`src/rtl/boid_plotter.sv`:
```
`default_nettype none
// ============================================================================
// Module   : boid_plotter
// Purpose  : Once per frame, walks the boid position memory and draws a
//            SPRITE x SPRITE square of 1-pixels per boid into the back
//            framebuffer. It then issues a one-cycle buffer-swap pulse and
//            waits out a full clear window before it accepts another frame.
// Ports    : clk_i          - system clock, rising edge
//            reset_i        - asynchronous active-high reset
//            frame_tick_i   - one-cycle new-frame request
//            boid_rd_addr_o - boid memory read address (valid in FETCH)
//            boid_x_i/y_i   - boid position, one cycle after the address
//            pix_we_o       - framebuffer write enable
//            pix_addr_o     - framebuffer address py*SCREEN_W+px (0 when idle)
//            pix_data_o     - write data, equal to pix_we_o
//            swap_ram_o     - one-cycle buffer-swap pulse
//            busy_o         - high in every state except IDLE
//            frame_done_o   - one-cycle pulse on the last clear cycle
//            overrun_o      - sticky: frame_tick seen while busy
// Revision : 1.0 - initial release
// ============================================================================
module boid_plotter #(
  parameter int NUM_BOIDS    = 64,
  parameter int BOID_ADDR_W  = 6,
  parameter int SCREEN_W     = 640,
  parameter int SCREEN_H     = 480,
  parameter int X_W          = 10,
  parameter int Y_W          = 9,
  parameter int PIXEL_COUNT  = 307200,
  parameter int PIXEL_ADDR_W = 19,
  parameter int SPRITE       = 2
) (
  input  logic                    clk_i,
  input  logic                    reset_i,
  input  logic                    frame_tick_i,
  output logic [BOID_ADDR_W-1:0]  boid_rd_addr_o,
  input  logic [X_W-1:0]          boid_x_i,
  input  logic [Y_W-1:0]          boid_y_i,
  output logic                    pix_we_o,
  output logic [PIXEL_ADDR_W-1:0] pix_addr_o,
  output logic                    pix_data_o,
  output logic                    swap_ram_o,
  output logic                    busy_o,
  output logic                    frame_done_o,
  output logic                    overrun_o
);

  localparam int SPR_W = (SPRITE > 1) ? $clog2(SPRITE) : 1;
  localparam int CLR_W = (PIXEL_COUNT > 1) ? $clog2(PIXEL_COUNT) : 1;

  localparam logic [SPR_W-1:0]       SPR_LAST = SPR_W'(SPRITE - 1);
  localparam logic [CLR_W-1:0]       CLR_LAST = CLR_W'(PIXEL_COUNT - 1);
  localparam logic [BOID_ADDR_W-1:0] IDX_LAST = BOID_ADDR_W'(NUM_BOIDS - 1);
  localparam logic [X_W:0]           X_LIMIT  = (X_W + 1)'(SCREEN_W);
  localparam logic [Y_W:0]           Y_LIMIT  = (Y_W + 1)'(SCREEN_H);
  localparam logic [PIXEL_ADDR_W-1:0] ROW_STRIDE = PIXEL_ADDR_W'(SCREEN_W);

  typedef enum logic [2:0] {
    S_IDLE  = 3'd0,
    S_FETCH = 3'd1,
    S_LATCH = 3'd2,
    S_PLOT  = 3'd3,
    S_SWAP  = 3'd4,
    S_CLEAR = 3'd5
  } state_t;

  state_t                 state_q, state_d;
  logic [BOID_ADDR_W-1:0] idx_q, idx_d;
  logic [X_W-1:0]         bx_q, bx_d;
  logic [Y_W-1:0]         by_q, by_d;
  logic [SPR_W-1:0]       dx_q, dx_d;
  logic [SPR_W-1:0]       dy_q, dy_d;
  logic [CLR_W-1:0]       clr_q, clr_d;
  logic                   overrun_q, overrun_d;

  // One extra bit on each coordinate so a sprite hanging past the right or
  // bottom edge is recognised as off-screen instead of wrapping to column 0.
  logic [X_W:0]            px;
  logic [Y_W:0]            py;
  logic                    on_screen;
  logic [PIXEL_ADDR_W-1:0] lin_addr;

  assign px        = {1'b0, bx_q} + (X_W + 1)'(dx_q);
  assign py        = {1'b0, by_q} + (Y_W + 1)'(dy_q);
  assign on_screen = (px < X_LIMIT) && (py < Y_LIMIT);
  // Only meaningful when on_screen, where it cannot exceed PIXEL_COUNT-1.
  assign lin_addr  = PIXEL_ADDR_W'(py) * ROW_STRIDE + PIXEL_ADDR_W'(px);

  always_ff @(posedge clk_i or posedge reset_i) begin
    if (reset_i) begin
      state_q   <= S_IDLE;
      idx_q     <= '0;
      bx_q      <= '0;
      by_q      <= '0;
      dx_q      <= '0;
      dy_q      <= '0;
      clr_q     <= '0;
      overrun_q <= 1'b0;
    end else begin
      state_q   <= state_d;
      idx_q     <= idx_d;
      bx_q      <= bx_d;
      by_q      <= by_d;
      dx_q      <= dx_d;
      dy_q      <= dy_d;
      clr_q     <= clr_d;
      overrun_q <= overrun_d;
    end
  end

  always_comb begin
    state_d        = state_q;
    idx_d          = idx_q;
    bx_d           = bx_q;
    by_d           = by_q;
    dx_d           = dx_q;
    dy_d           = dy_q;
    clr_d          = clr_q;
    // A tick in any non-idle state (including the last CLEAR cycle) is lost.
    overrun_d      = overrun_q | (frame_tick_i && (state_q != S_IDLE));
    boid_rd_addr_o = '0;
    pix_we_o       = 1'b0;
    pix_addr_o     = '0;
    swap_ram_o     = 1'b0;
    frame_done_o   = 1'b0;

    case (state_q)
      S_IDLE: begin
        if (frame_tick_i) begin
          idx_d   = '0;
          state_d = S_FETCH;
        end
      end

      S_FETCH: begin
        boid_rd_addr_o = idx_q;
        state_d        = S_LATCH;
      end

      S_LATCH: begin
        // Memory data for the address issued in FETCH is valid now.
        bx_d    = boid_x_i;
        by_d    = boid_y_i;
        dx_d    = '0;
        dy_d    = '0;
        state_d = S_PLOT;
      end

      S_PLOT: begin
        pix_we_o   = on_screen;
        pix_addr_o = on_screen ? lin_addr : '0;
        if (dx_q == SPR_LAST) begin
          dx_d = '0;
          if (dy_q == SPR_LAST) begin
            dy_d = '0;
            if (idx_q == IDX_LAST) begin
              state_d = S_SWAP;
            end else begin
              idx_d   = idx_q + 1'b1;
              state_d = S_FETCH;
            end
          end else begin
            dy_d = dy_q + 1'b1;
          end
        end else begin
          dx_d = dx_q + 1'b1;
        end
      end

      S_SWAP: begin
        swap_ram_o = 1'b1;
        clr_d      = '0;
        state_d    = S_CLEAR;
      end

      S_CLEAR: begin
        if (clr_q == CLR_LAST) begin
          frame_done_o = 1'b1;
          clr_d        = '0;
          state_d      = S_IDLE;
        end else begin
          clr_d = clr_q + 1'b1;
        end
      end

      default: begin
        state_d = S_IDLE;
      end
    endcase
  end

  assign pix_data_o = pix_we_o;
  assign busy_o     = (state_q != S_IDLE);
  assign overrun_o  = overrun_q;

endmodule
`default_nettype wire

```
`config.mk`:
```
export PLATFORM = sky130hd
export DESIGN_NAME = boid_plotter
export DESIGN_NICKNAME = d
export VERILOG_FILES = /design/src/rtl/boid_plotter.sv
export SDC_FILE = /design/constraint.sdc
export NUM_CORES = 1
export LEC_CHECK = 0
export BUFFER_PORTS_ARGS = -buffer_cell sky130_fd_sc_hd__buf_2
export CAP_MARGIN = 0
export CORE_MARGIN = 3
export CORE_UTILIZATION = 37
export CTS_CLUSTER_SIZE = 14
export DETAILED_ROUTE_END_ITERATION = 8
export PLACE_DENSITY = 0.58
export SYNTH_ARGS = -nofsm -noshare
export SYNTH_HDL_FRONTEND = slang
export SYNTH_SLANG_ARGS = --single-unit
```
`constraint.sdc`:
```
create_clock -name clk_i -period 4.4 [get_ports clk_i]
set_clock_uncertainty 0.1 [all_clocks]
set_input_delay 0.22 -clock clk_i [delete_from_list [all_inputs] [get_ports clk_i]]
set_output_delay 0.22 -clock clk_i [all_outputs]
set_load 0.02 [all_outputs]
```
Yosys cells after proc, flatten, opt, wreduce, memory -nomap -nowiden:

Cells that the tools add are included.

* multiply operators: 1
* $add $sub $neg: 7
* bitwise gates (word level): 1
* $lt $le $gt $ge: 2
* reduce and logical (&&, ||, !) cells: 10
* equal/unequal tests: 12
* mux-type cells: 25

Operators by type and width (number)
* 2-to-1 mux 19 bit: 3
* one-hot mux 19 bit (2 select lines): 1
* 2-to-1 mux 6 bit: 5
* adder 19 x 1 -> 19 bit, second input constant: 1
* adder 19 x 11 -> 19 bit: 1
* equality test 19 bit, second input constant: 1
* one-hot mux 3 bit (6 select lines): 1
* 2-to-1 mux 3 bit: 5
* multiplier 10 x 3 -> 12 bit, second input constant: 1
* one-hot mux 6 bit (2 select lines): 1
* adder 10 x 1 -> 11 bit: 1
* less-than comparator 11 x 10 -> 1 bit, second input constant: 1
* adder 9 x 1 -> 10 bit: 1
* less-than comparator 10 x 9 -> 1 bit, second input constant: 1
* != test 2 bit, second input constant: 5
* 2-to-1 mux 1 bit: 7
* adder 6 x 1 -> 6 bit, second input constant: 1
* equality test 3 x 2 -> 1 bit, second input constant: 2
* equality test 3 bit, second input constant: 2
* equality test 6 bit, second input constant: 1
* nonzero test 2 bit: 3
* AND reduction 5 bit: 1
* one-hot mux 1 bit (2 select lines): 2
* AND reduction 4 bit: 1
* other kinds (7): 9

* register bits: 50
* input bits: 22

Logic depth before layout (Yosys ltp):

Gate-level depths: netlist (run 1).

* depth after elaboration: 5
* depth in mapped cells: 15
* depth with buffers taken out: 14

Least setup slack after synthesis (run 1):

OpenSTA, ideal clock, no wires.

* kind: reg2out
* start: register dy_q
* end: output port pix_addr_o[18]
* required time: 4.080 ns
* cell stages (with the launch flop): 14
* arrival: 3.752 ns
* slack: 0.328 ns
* cell sequence: dfrtp_1 -> ha_1 -> nand3_1 -> xor2_1 -> inv_1 -> ha_1 -> ha_1 -> fa_1 -> a211o_1 -> and2_1 -> a2111oi_0 -> nand4_1 -> or4_1 -> nand2_1

* word-level cells in the longest chain between the ends: 5

Ends and longest elaborated chain
* from (decl): RTL line 72 `logic [SPR_W-1:0] dy_q, dy_d;`
* from (signal assigned): RTL line 105 `dy_q <= dy_d;`
* adder 9 x 1 -> 10 bit *: RTL line 84 `assign py = {1'b0, by_q} + (Y_W + 1)'(dy_q);`
* multiplier 10 x 3 -> 12 bit / less-than comparator 10 x 9 -> 1 bit (equally long branches): RTL line 87, 85
* adder 19 x 11 -> 19 bit / logical AND 1 bit (equally long branches): RTL line 87, 85
* 2-to-1 mux 19 bit *: RTL line 151 `pix_addr_o = on_screen ? lin_addr : '0;`
* 2-to-1 mux 19 bit *: RTL line 127 `case (state_q)`
* to (decl): RTL line 40 `output logic [PIXEL_ADDR_W-1:0] pix_addr_o,`

Mark *: on every way between the ends. The rest lies on a longest branch, timed or not.

Final worst setup path (run 1):

* start: register by_q[0]
* end: output port pix_addr_o[18]

* word-level cells in the longest chain between the ends: 5

Ends and longest elaborated chain
* from (decl): RTL line 70 `logic [Y_W-1:0] by_q, by_d;`
* from (signal assigned): RTL line 103 `by_q <= by_d;`
* adder 9 x 1 -> 10 bit *: RTL line 84
* multiplier 10 x 3 -> 12 bit / less-than comparator 10 x 9 -> 1 bit (equally long branches): RTL line 87, 85
* adder 19 x 11 -> 19 bit / logical AND 1 bit (equally long branches): RTL line 87, 85
* 2-to-1 mux 19 bit *: RTL line 151
* 2-to-1 mux 19 bit *: RTL line 127

Marked as above.

==> results of run 1 <==
==> worst max path at each step <==
stage | start | end | slack (ps) | depth (start not counted)
2_1_floorplan | dy_q | pix_addr_o[18] | 330 | 13
3_3_place_gp | dy_q | pix_addr_o[18] | 360 | 15
3_5_place_dp | dy_q | pix_addr_o[18] | 270 | 15
4_1_cts | by_q[0] | pix_addr_o[18] | 20 | 14
5_1_grt | by_q[0] | pix_addr_o[18] | -10 | 14
6_report | by_q[0] | pix_addr_o[18] | 160 | 14
==> worst register-to-register path: stages, from the launching register on <==
cell	delay [ps]
dfrtp_1	640
nand2_1	160
o21bai_1	210
a2111oi_2	560
nand4_1	230
or3_1	340
a21oi_1	160
==> layout make-up <==
cell class	instances	area, sq um
Timing Repair Buffer	57	300
Tap cell	129	161
Sequential cell	50	1250
Clock buffer	5	68.8
Fill cell	984	5220
Clock inverter	2	15.0
Multi-Input combinational cell	329	2390
Inverter	15	56.3
==> metrics by stage <==
stage	util [%]	std cells
6_report	44.9	587
5_1_grt	44.9	587
3_3_place_gp	43.0	577
4_1_cts	44.2	585
2_1_floorplan	-	410
3_5_place_dp	43.0	577
==> Yosys cell counts, types with 2 or more instances <==
cell and count:
o21ai_0 19, nand2b_1 5, o21bai_1 9, a211o_1 2, nor3_1 5, mux2_2 19, nand2_1 27, inv_1 15
or2_2 4, xor2_1 26, a31oi_1 2, and3_1 5, ha_1 21, nor3b_1 5, a2111oi_0 2, o211ai_1 3
a211oi_1 2, clkbuf_1 12, and4_1 2, a21oi_1 13, fa_1 2, nand3_1 16, or3_1 4, o31ai_1 3
dfrtp_1 50, or4_1 2, nor2b_1 9, nor2_1 45, mux2i_1 4, nand4_1 14, xnor2_1 18, and2_1 17
a21o_1 3, buf_1 2
==> flip-flops by register name, summed over array words and instances, names as in the netlist <==
signal and count:
dx_q 1, clr_q 19, by_q 9, dy_q 1, idx_q 6, bx_q 10
state_q 3, overrun_o 1
==> layer usage <==
metal | vias to the layer above | routed length [um] | track usage, %
li1 | 1548 | - | -
met1 | 1427 | 3750 | 18.9
met2 | 37 | 3860 | 24.9
met3 | 8 | 194 | 2.00
met4 | 0 | 110 | 3.89
met5 | - | 0 | 0
==> cell families after synthesis <==
logic type / count (synthesis) / synth area share [%]
muxes: 23 / 6.87
AOI/OAI and AO/OA: 68 / 12.2
adders and majority gates: 24 / 8.45
buffers and inverters: 31 / 3.28
and+or+nand+nor: 169 / 24.3
xor gates and xnor gates: 45 / 11.0
DFF: 50 / 33.8
==> what timing repair did <==
action | CTS | global route
setup endpoints to repair | 1 | 1
hold buffers | 0 | 0
gates cloned | 0 | 0
pin swaps | 0 | 3
buffers inserted | 1 | 2
gates resized for setup | 3 | 10
==> flow_metrics.env, run 1 <==
export IMPL_area_growth_pct=14.7
export IMPL_yosysSeqAreaShare_pct=33.8
export IMPL_drive_above_1_share_pct=22.3
export IMPL_antennaDiodeCount=0
export IMPL_period_share_pct=96.3
export IMPL_ys_seq_elements=50
export IMPL_grt_max_degree=51
export IMPL_cp_required_ps=4080
export IMPL_design_core_area_sq_mm=0.00946
export IMPL_drt_pass1_iter_count=4
export IMPL_placed_cell_area_sq_mm=0.00407
export IMPL_synthFlopType="dfrtp_1"
export IMPL_wl_um=7920
export IMPL_whs_ps=42.8
export IMPL_final_cell_mix="buf_2, dfrtp_1, nor2_1, nand2_1, xor2_1"
export IMPL_antenna_left=0
export IMPL_synth_distinct_cells=57
export IMPL_setup_viol=0
export IMPL_path_buf_inv=2
export IMPL_rr_endpoint="idx_q[5]"
export IMPL_status="finished, final reports clean"
export IMPL_grt_pass1_vias=2905
export IMPL_die_x_um=106
export IMPL_critPathTopFamily="adder cells"
export IMPL_clk_pin_slew_ps=90
export IMPL_synth_top_cell_by_area="dfrtp_1"
export IMPL_worst_hold_path_num_cells=2
export IMPL_dieArea_sq_mm=0.0112
export IMPL_synth_nets=455
export IMPL_synth_area_sq_mm=0.00370
export IMPL_finalHoldViolCount=0
export IMPL_clkLatencyLatePin_ps=300
export IMPL_syn_avg_cell_area_sq_um=9.02
export IMPL_start_kind="register"
export IMPL_ioPinCount=53
export IMPL_maxSlewHeadroom_pct=30.0
export IMPL_clockBufferDepth=2
export IMPL_placementRows=35
export IMPL_cp_end_kind="primary output"
export IMPL_numCtsBuffers=5
export IMPL_crit_slowest_cell="or4_1"
export IMPL_hp_start="boid_y_i[8]"
export IMPL_port_buffers=52
export IMPL_grt_pass1_wl_um=13600
export IMPL_cts_sinks=50
export IMPL_r2r_worst_path_cells=6
export IMPL_antenna_found_initial=0
export IMPL_netlist_instances=410
export IMPL_worstPathArrival_ps=3920
export IMPL_vias=3020
export IMPL_max_freq_ghz=0.236
export IMPL_tightest_slew_ps=1050
export IMPL_rr_startpoint="state_q[0]"
export IMPL_dpl_hpwl_um=6060
export IMPL_synthDominantCellAreaShare_pct=33.8
export IMPL_crit_fanout=4
export IMPL_root_buffer="clkbuf_8"
export IMPL_post_place_ws_ps=266
export IMPL_drv_cap=0
export IMPL_initial_core_util_pct=39.1
export IMPL_hold_end="by_q[8]"
export IMPL_grt_overflow=0
export IMPL_remaining_drc_errors=0
export IMPL_drt_iter0_drc=70
export IMPL_final_nets=503
export IMPL_synth_edff_count=0
export IMPL_place_congestion=0.798
export IMPL_cpMostUsedCell="ha_1"
export IMPL_routed_via_density=5.14
export IMPL_yosysWarningCount=0
export IMPL_hp_class="primary input to register"
export IMPL_fin_area_sq_mm=0.00424
export IMPL_layout_commonest_cell="buf_2"
export IMPL_worstSetupPathType="register to primary output"
export IMPL_tritoncts="done"
export IMPL_die_y_um=106
export IMPL_min_period_ps=4240
export IMPL_synth_async_reset_ratio_pct=100
export IMPL_setup_ws_ps=161
export IMPL_routedWlPerCell_um=13.5
export IMPL_ff2ff_setup_slack_ps=1930
export IMPL_grt_use_total_pct=14.4
export IMPL_critPathMaxStageDelay_ps=470
export IMPL_crit_chain="ha_1 -> nand3_1 -> xor2_2 -> inv_1 -> ha_1 -> ha_1 -> fa_2 -> a211o_1 -> a211oi_2 -> o21bai_1 -> maj3_1 -> or4_1 -> nand2_1 -> buf_4"
export IMPL_fin_tns_setup_ps=0
export IMPL_drv_slew=0
export IMPL_netlist_top_cells_area="dfrtp_1, ha_1, xor2_1, mux2_2, nor2_1"
export IMPL_h_tree_depth=2
Power of run 1 is not shown: default switching activity piles up to over one toggle a cycle in this logic, so the estimate is an artifact.
==> run 2, diff against run 1 <==
Settings changed: CTS_BUF_LIST set to sky130_fd_sc_hd__clkbuf_16, TNS_END_PERCENT set to 50.
==> run 2 against run 1 <==
  * Non-clock buffer count did not move
  * Final area rose by 0.88%
  * Die area did not move
  * Core utilization rose by 0.40 points
  * Hold slack improved by 20 ps
  * Final cell count did not move
  * Global-route usage fell by 0.088 points
  * Flip-flop and latch count did not move
  * Fmax rose by 0.30%
  * Via count rose by 0.17%
  * Critical path depth rose by 1
  * Register-to-register slack barely moved
  * Critical endpoint unchanged
  * Highest routed layer unchanged
==> flow_metrics.env, run 2 (synthesis gave the netlist of run 1 again) <==
export IMPL_status="finished, final reports clean"
export IMPL_clk_pin_slew_ps=60
export IMPL_setup_viol=0
export IMPL_hp_start="boid_y_i[8]"
export IMPL_final_cell_mix="buf_2, dfrtp_1, nor2_1, nand2_1, xor2_1"
export IMPL_grt_pass1_wl_um=13600
export IMPL_fill_cells=978
export IMPL_drv_cap=0
export IMPL_port_buffers=52
export IMPL_clkLatencyLatePin_ps=290
export IMPL_antennaDiodeCount=0
export IMPL_whs_ps=62.7
export IMPL_antenna_left=0
export IMPL_routed_via_density=5.15
export IMPL_die_x_um=106
export IMPL_ff2ff_setup_slack_ps=1940
export IMPL_finalHoldViolCount=0
export IMPL_max_freq_ghz=0.237
export IMPL_remaining_drc_errors=0
export IMPL_largest_register="clr_q"
export IMPL_drt_iter0_drc=62
export IMPL_tightest_slew_ps=1030
export IMPL_maxSlewHeadroom_pct=31.0
export IMPL_vias=3025
export IMPL_dieArea_sq_mm=0.0112
export IMPL_rr_startpoint="state_q[0]"
export IMPL_drv_slew=0
export IMPL_worst_hold_path_num_cells=2
export IMPL_start_kind="register"
export IMPL_wl_um=7890
export IMPL_worstSetupPathType="register to primary output"
export IMPL_cts_sinks=50
export IMPL_worstPathArrival_ps=3910
export IMPL_hp_class="primary input to register"
export IMPL_cp_end_kind="primary output"
export IMPL_layout_commonest_cell="buf_2"
export IMPL_dpl_hpwl_um=6060
export IMPL_grt_use_total_pct=14.3
export IMPL_period_share_pct=96.1
export IMPL_place_congestion=0.798
export IMPL_drive_above_1_share_pct=21.6
export IMPL_top_regs="clr_q x19, bx_q x10, by_q x9"
export IMPL_root_buffer="clkbuf_16"
export IMPL_rr_endpoint="idx_q[5]"
export IMPL_grt_overflow=0
export IMPL_cts_hold_buf=0
export IMPL_h_tree_depth=2
export IMPL_placementRows=35
export IMPL_crit_fanout=5
export IMPL_tritoncts="done"
export IMPL_routedWlPerCell_um=13.4
export IMPL_hold_end="by_q[8]"
export IMPL_die_y_um=106
export IMPL_area_growth_pct=15.7
export IMPL_drt_pass1_iter_count=4
export IMPL_grt_max_degree=51
export IMPL_ioPinCount=53
export IMPL_final_nets=503
export IMPL_cp_required_ps=4080
export IMPL_clockBufferDepth=2
export IMPL_antenna_found_initial=0
export IMPL_largest_register_ffs=19
export IMPL_grt_pass1_vias=2902
export IMPL_r2r_worst_path_cells=6
export IMPL_min_period_ps=4230
export IMPL_numCtsBuffers=5
export IMPL_design_core_area_sq_mm=0.00946
export IMPL_initial_core_util_pct=39.1
==> run 2: metrics by stage <==
stage	TNS, ps	std cells	instance area (sq um)	setup WS, ps	util (%)
after floorplan	0	410	3700	328	-
final	0	587	4280	173	45.3
after global placement	0	577	4070	364	43.0
after CTS	0	584	4230	17.7	44.7
after detailed placement	0	577	4070	266	43.0
after global routing	-12.6	587	4280	-12.6	45.3
==> run 2: cell type report <==
type	instances	area [sq um]	area share [%]
flip-flops and latches	50	1250	29.2
clock inverters	2	15.0	0.351
multi-input cells	329	2370	55.4
repair buffers	57	300	7.01
well taps	129	161	3.77
clock buffers	5	125	2.92
inverters	15	56.3	1.32
==> run 2: worst max-delay path by stage <==
stage	from	to	slack [ps]	cells after the start
floorplan	dy_q	pix_addr_o[18]	330	13
global placement	dy_q	pix_addr_o[18]	360	15
detailed placement	dy_q	pix_addr_o[18]	270	15
CTS	dy_q	pix_addr_o[18]	20	14
global route	by_q[0]	pix_addr_o[18]	-10	15
finish	by_q[0]	pix_addr_o[18]	170	15
==> run 2: layer usage <==
metal	routed length [um]	vias to the layer above	track usage, %	part of all wire, %
met5	0	-	0	0
met4	103	0	3.61	1.3
met3	234	8	1.82	3.0
met2	3920	45	24.6	50
met1	3630	1420	19.1	46
li1	-	1552	-	-
==> run 2: critical path, cell delays in order, from the launching register on <==
cell	delay, ps
dfrtp_1	400
ha_1	210
nand3_1	120
xor2_2	170
inv_1	60
ha_1	290
ha_1	240
fa_2	370
xor2_1	320
o211ai_1	170
a2111oi_2	360
buf_4	180
nand4_1	100
or4_1	420
nand2_1	90
buf_4	140
==> run 2: timing repair <==
| action | CTS | global route |
|---|---|---|
| setup endpoints to repair | 1 | 1 |
| pin swaps | 0 | 3 |
| setup buffers | 0 | 3 |
| gates resized for setup | 3 | 6 |
Power of run 2 is left out for the same reason.
==> run 3, diff against run 2 <==
Settings changed: CELL_PAD_IN_SITES_DETAIL_PLACEMENT set to 1, CELL_PAD_IN_SITES_GLOBAL_PLACEMENT set to 1, MAX_ROUTING_LAYER set to met4, PLACE_DENSITY 0.58 to 0.71.
==> run 3 against run 2 <==
  * Flip-flop and latch count unchanged
  * Routed wire length increased by 20%
  * Hold slack got worse by 2.3 ps
  * Die area unchanged
  * Highest routed layer unchanged
  * Via count increased by 4.4%
  * Critical path type unchanged
  * Core utilization increased by 1.4 points
  * Sequential share of layout area decreased by 0.85 points
==> flow_metrics.env, run 3 (synthesis gave the netlist of run 1 again) <==
export IMPL_status="finished, final reports clean"
export IMPL_fill_cells=1116
export IMPL_multi_input_area_sq_mm=0.00245
export IMPL_cp_end_kind="primary output"
export IMPL_critPathMaxStageDelay_ps=480
export IMPL_max_freq_ghz=0.235
export IMPL_crit_fanout=5
export IMPL_drt_iter0_drc=80
export IMPL_whs_ps=60.4
export IMPL_grt_pass1_wl_um=15600
export IMPL_grt_overflow=0
export IMPL_layout_commonest_cell="buf_2"
export IMPL_grt_use_total_pct=17.0
export IMPL_largest_register_ffs=19
export IMPL_drive_above_1_share_pct=23.6
export IMPL_fin_tns_setup_ps=0
export IMPL_finalHoldViolCount=0
export IMPL_dpl_hpwl_um=6940
export IMPL_period_share_pct=96.8
export IMPL_dieArea_sq_mm=0.0112
export IMPL_die_y_um=106
export IMPL_clkLatencyLatePin_ps=280
export IMPL_vias=3157
export IMPL_place_congestion=0.795
export IMPL_wl_um=9470
export IMPL_drv_cap=0
export IMPL_hp_class="primary input to register"
export IMPL_worst_hold_path_num_cells=2
export IMPL_remaining_drc_errors=0
export IMPL_top_regs="clr_q x19, bx_q x10, by_q x9"
export IMPL_antenna_found_initial=0
export IMPL_rr_startpoint="state_q[0]"
export IMPL_worstSetupPathType="register to primary output"
export IMPL_antennaDiodeCount=0
export IMPL_setup_viol=0
export IMPL_tritoncts="done"
export IMPL_drt_pass1_iter_count=6
export IMPL_min_period_ps=4260
export IMPL_routedWlPerCell_um=16.0
export IMPL_clk_pin_slew_ps=70
export IMPL_maxSlewHeadroom_pct=29.3
export IMPL_final_cell_mix="buf_2, dfrtp_1, nor2_1, nand2_1, xor2_1"
export IMPL_clockBufferDepth=2
export IMPL_ff2ff_setup_slack_ps=1860
export IMPL_r2r_worst_path_cells=6
export IMPL_die_x_um=106
export IMPL_start_kind="register"
export IMPL_critPathTopFamily="adder cells"
export IMPL_antenna_left=0
export IMPL_grt_max_degree=51
export IMPL_largest_register="clr_q"
export IMPL_initial_core_util_pct=39.1
export IMPL_design_core_area_sq_mm=0.00946
export IMPL_rr_endpoint="idx_q[5]"
export IMPL_root_buffer="clkbuf_16"
export IMPL_cp_required_ps=4080
export IMPL_drv_slew=0
export IMPL_ioPinCount=53
export IMPL_path_buf_inv=2
export IMPL_crit_chain="ha_1 -> ha_4 -> xor2_1 -> ha_1 -> ha_4 -> fa_2 -> a211o_1 -> and2_4 -> a2111oi_4 -> buf_4 -> nand4_1 -> or4_1 -> nand2_1 -> buf_4"
export IMPL_grt_pass1_vias=3238
export IMPL_hp_start="boid_x_i[0]"
export IMPL_area_growth_pct=19.3
export IMPL_routed_via_density=5.34
export IMPL_hold_end="bx_q[0]"
export IMPL_tightest_slew_ps=1060
export IMPL_final_nets=507
export IMPL_port_buffers=52
export IMPL_crit_slowest_cell="or4_1"
export IMPL_worstPathArrival_ps=3940
export IMPL_seqCellArea_sq_mm=0.00125
export IMPL_cts_sinks=50
export IMPL_h_tree_depth=2
export IMPL_numCtsBuffers=5
export IMPL_placementRows=35
-- run 3: cell types whose count changed in the layout (fill, tap and decap cells not counted), moves of 2 or more --
cell and change:
ha_1 -4, buf_4 +4, ha_4 +4, clkinvlp_4 -2
-- run 3: through the flow --
| stage | utilization (%) | area, sq um | setup slack [ps] | cells |
|---|---|---|---|---|
| 6_report | 46.7 | 4410 | 139 | 591 |
| 5_1_grt | 46.7 | 4410 | -115 | 591 |
| 4_1_cts | 44.9 | 4250 | 10.0 | 584 |
| 3_5_place_dp | 43.0 | 4070 | 216 | 577 |
| 3_3_place_gp | 43.0 | 4070 | 361 | 577 |
| 2_1_floorplan | - | 3700 | 328 | 410 |
-- run 3: worst max path at each step --
stage	start	end	cells after the start
2_1_floorplan	dy_q	pix_addr_o[18]	13
3_3_place_gp	dy_q	pix_addr_o[18]	15
3_5_place_dp	dy_q	pix_addr_o[18]	15
4_1_cts	dy_q	pix_addr_o[18]	15
5_1_grt	dy_q	pix_addr_o[18]	14
6_report	dy_q	pix_addr_o[18]	14
-- run 3: layer usage --
| layer | wire length (um) | part of all wire (%) | track usage (%) |
|---|---|---|---|
| met1 | 4220 | 45 | 21.3 |
| met2 | 4900 | 52 | 29.5 |
| met3 | 232 | 2.4 | 2.19 |
| met4 | 115 | 1.2 | 3.70 |
| met5 | 0 | 0 | - |
-- run 3: timing repair --
item	CTS	global route
buffers inserted	0	7
hold buffers	0	0
resized for setup	5	18
setup endpoints to repair	1	2
pin swaps	0	7
-- run 3: final cells by class --
class | count | share of cell area [%]
multi-input combinational | 329 | 55.6
tap | 129 | 3.66
clock inverter | 2 | 0.765
sequential | 50 | 28.4
timing repair buffer | 61 | 7.48
clock buffer | 5 | 2.83
inverter | 15 | 1.28
Power of run 3 is left out for the same reason.
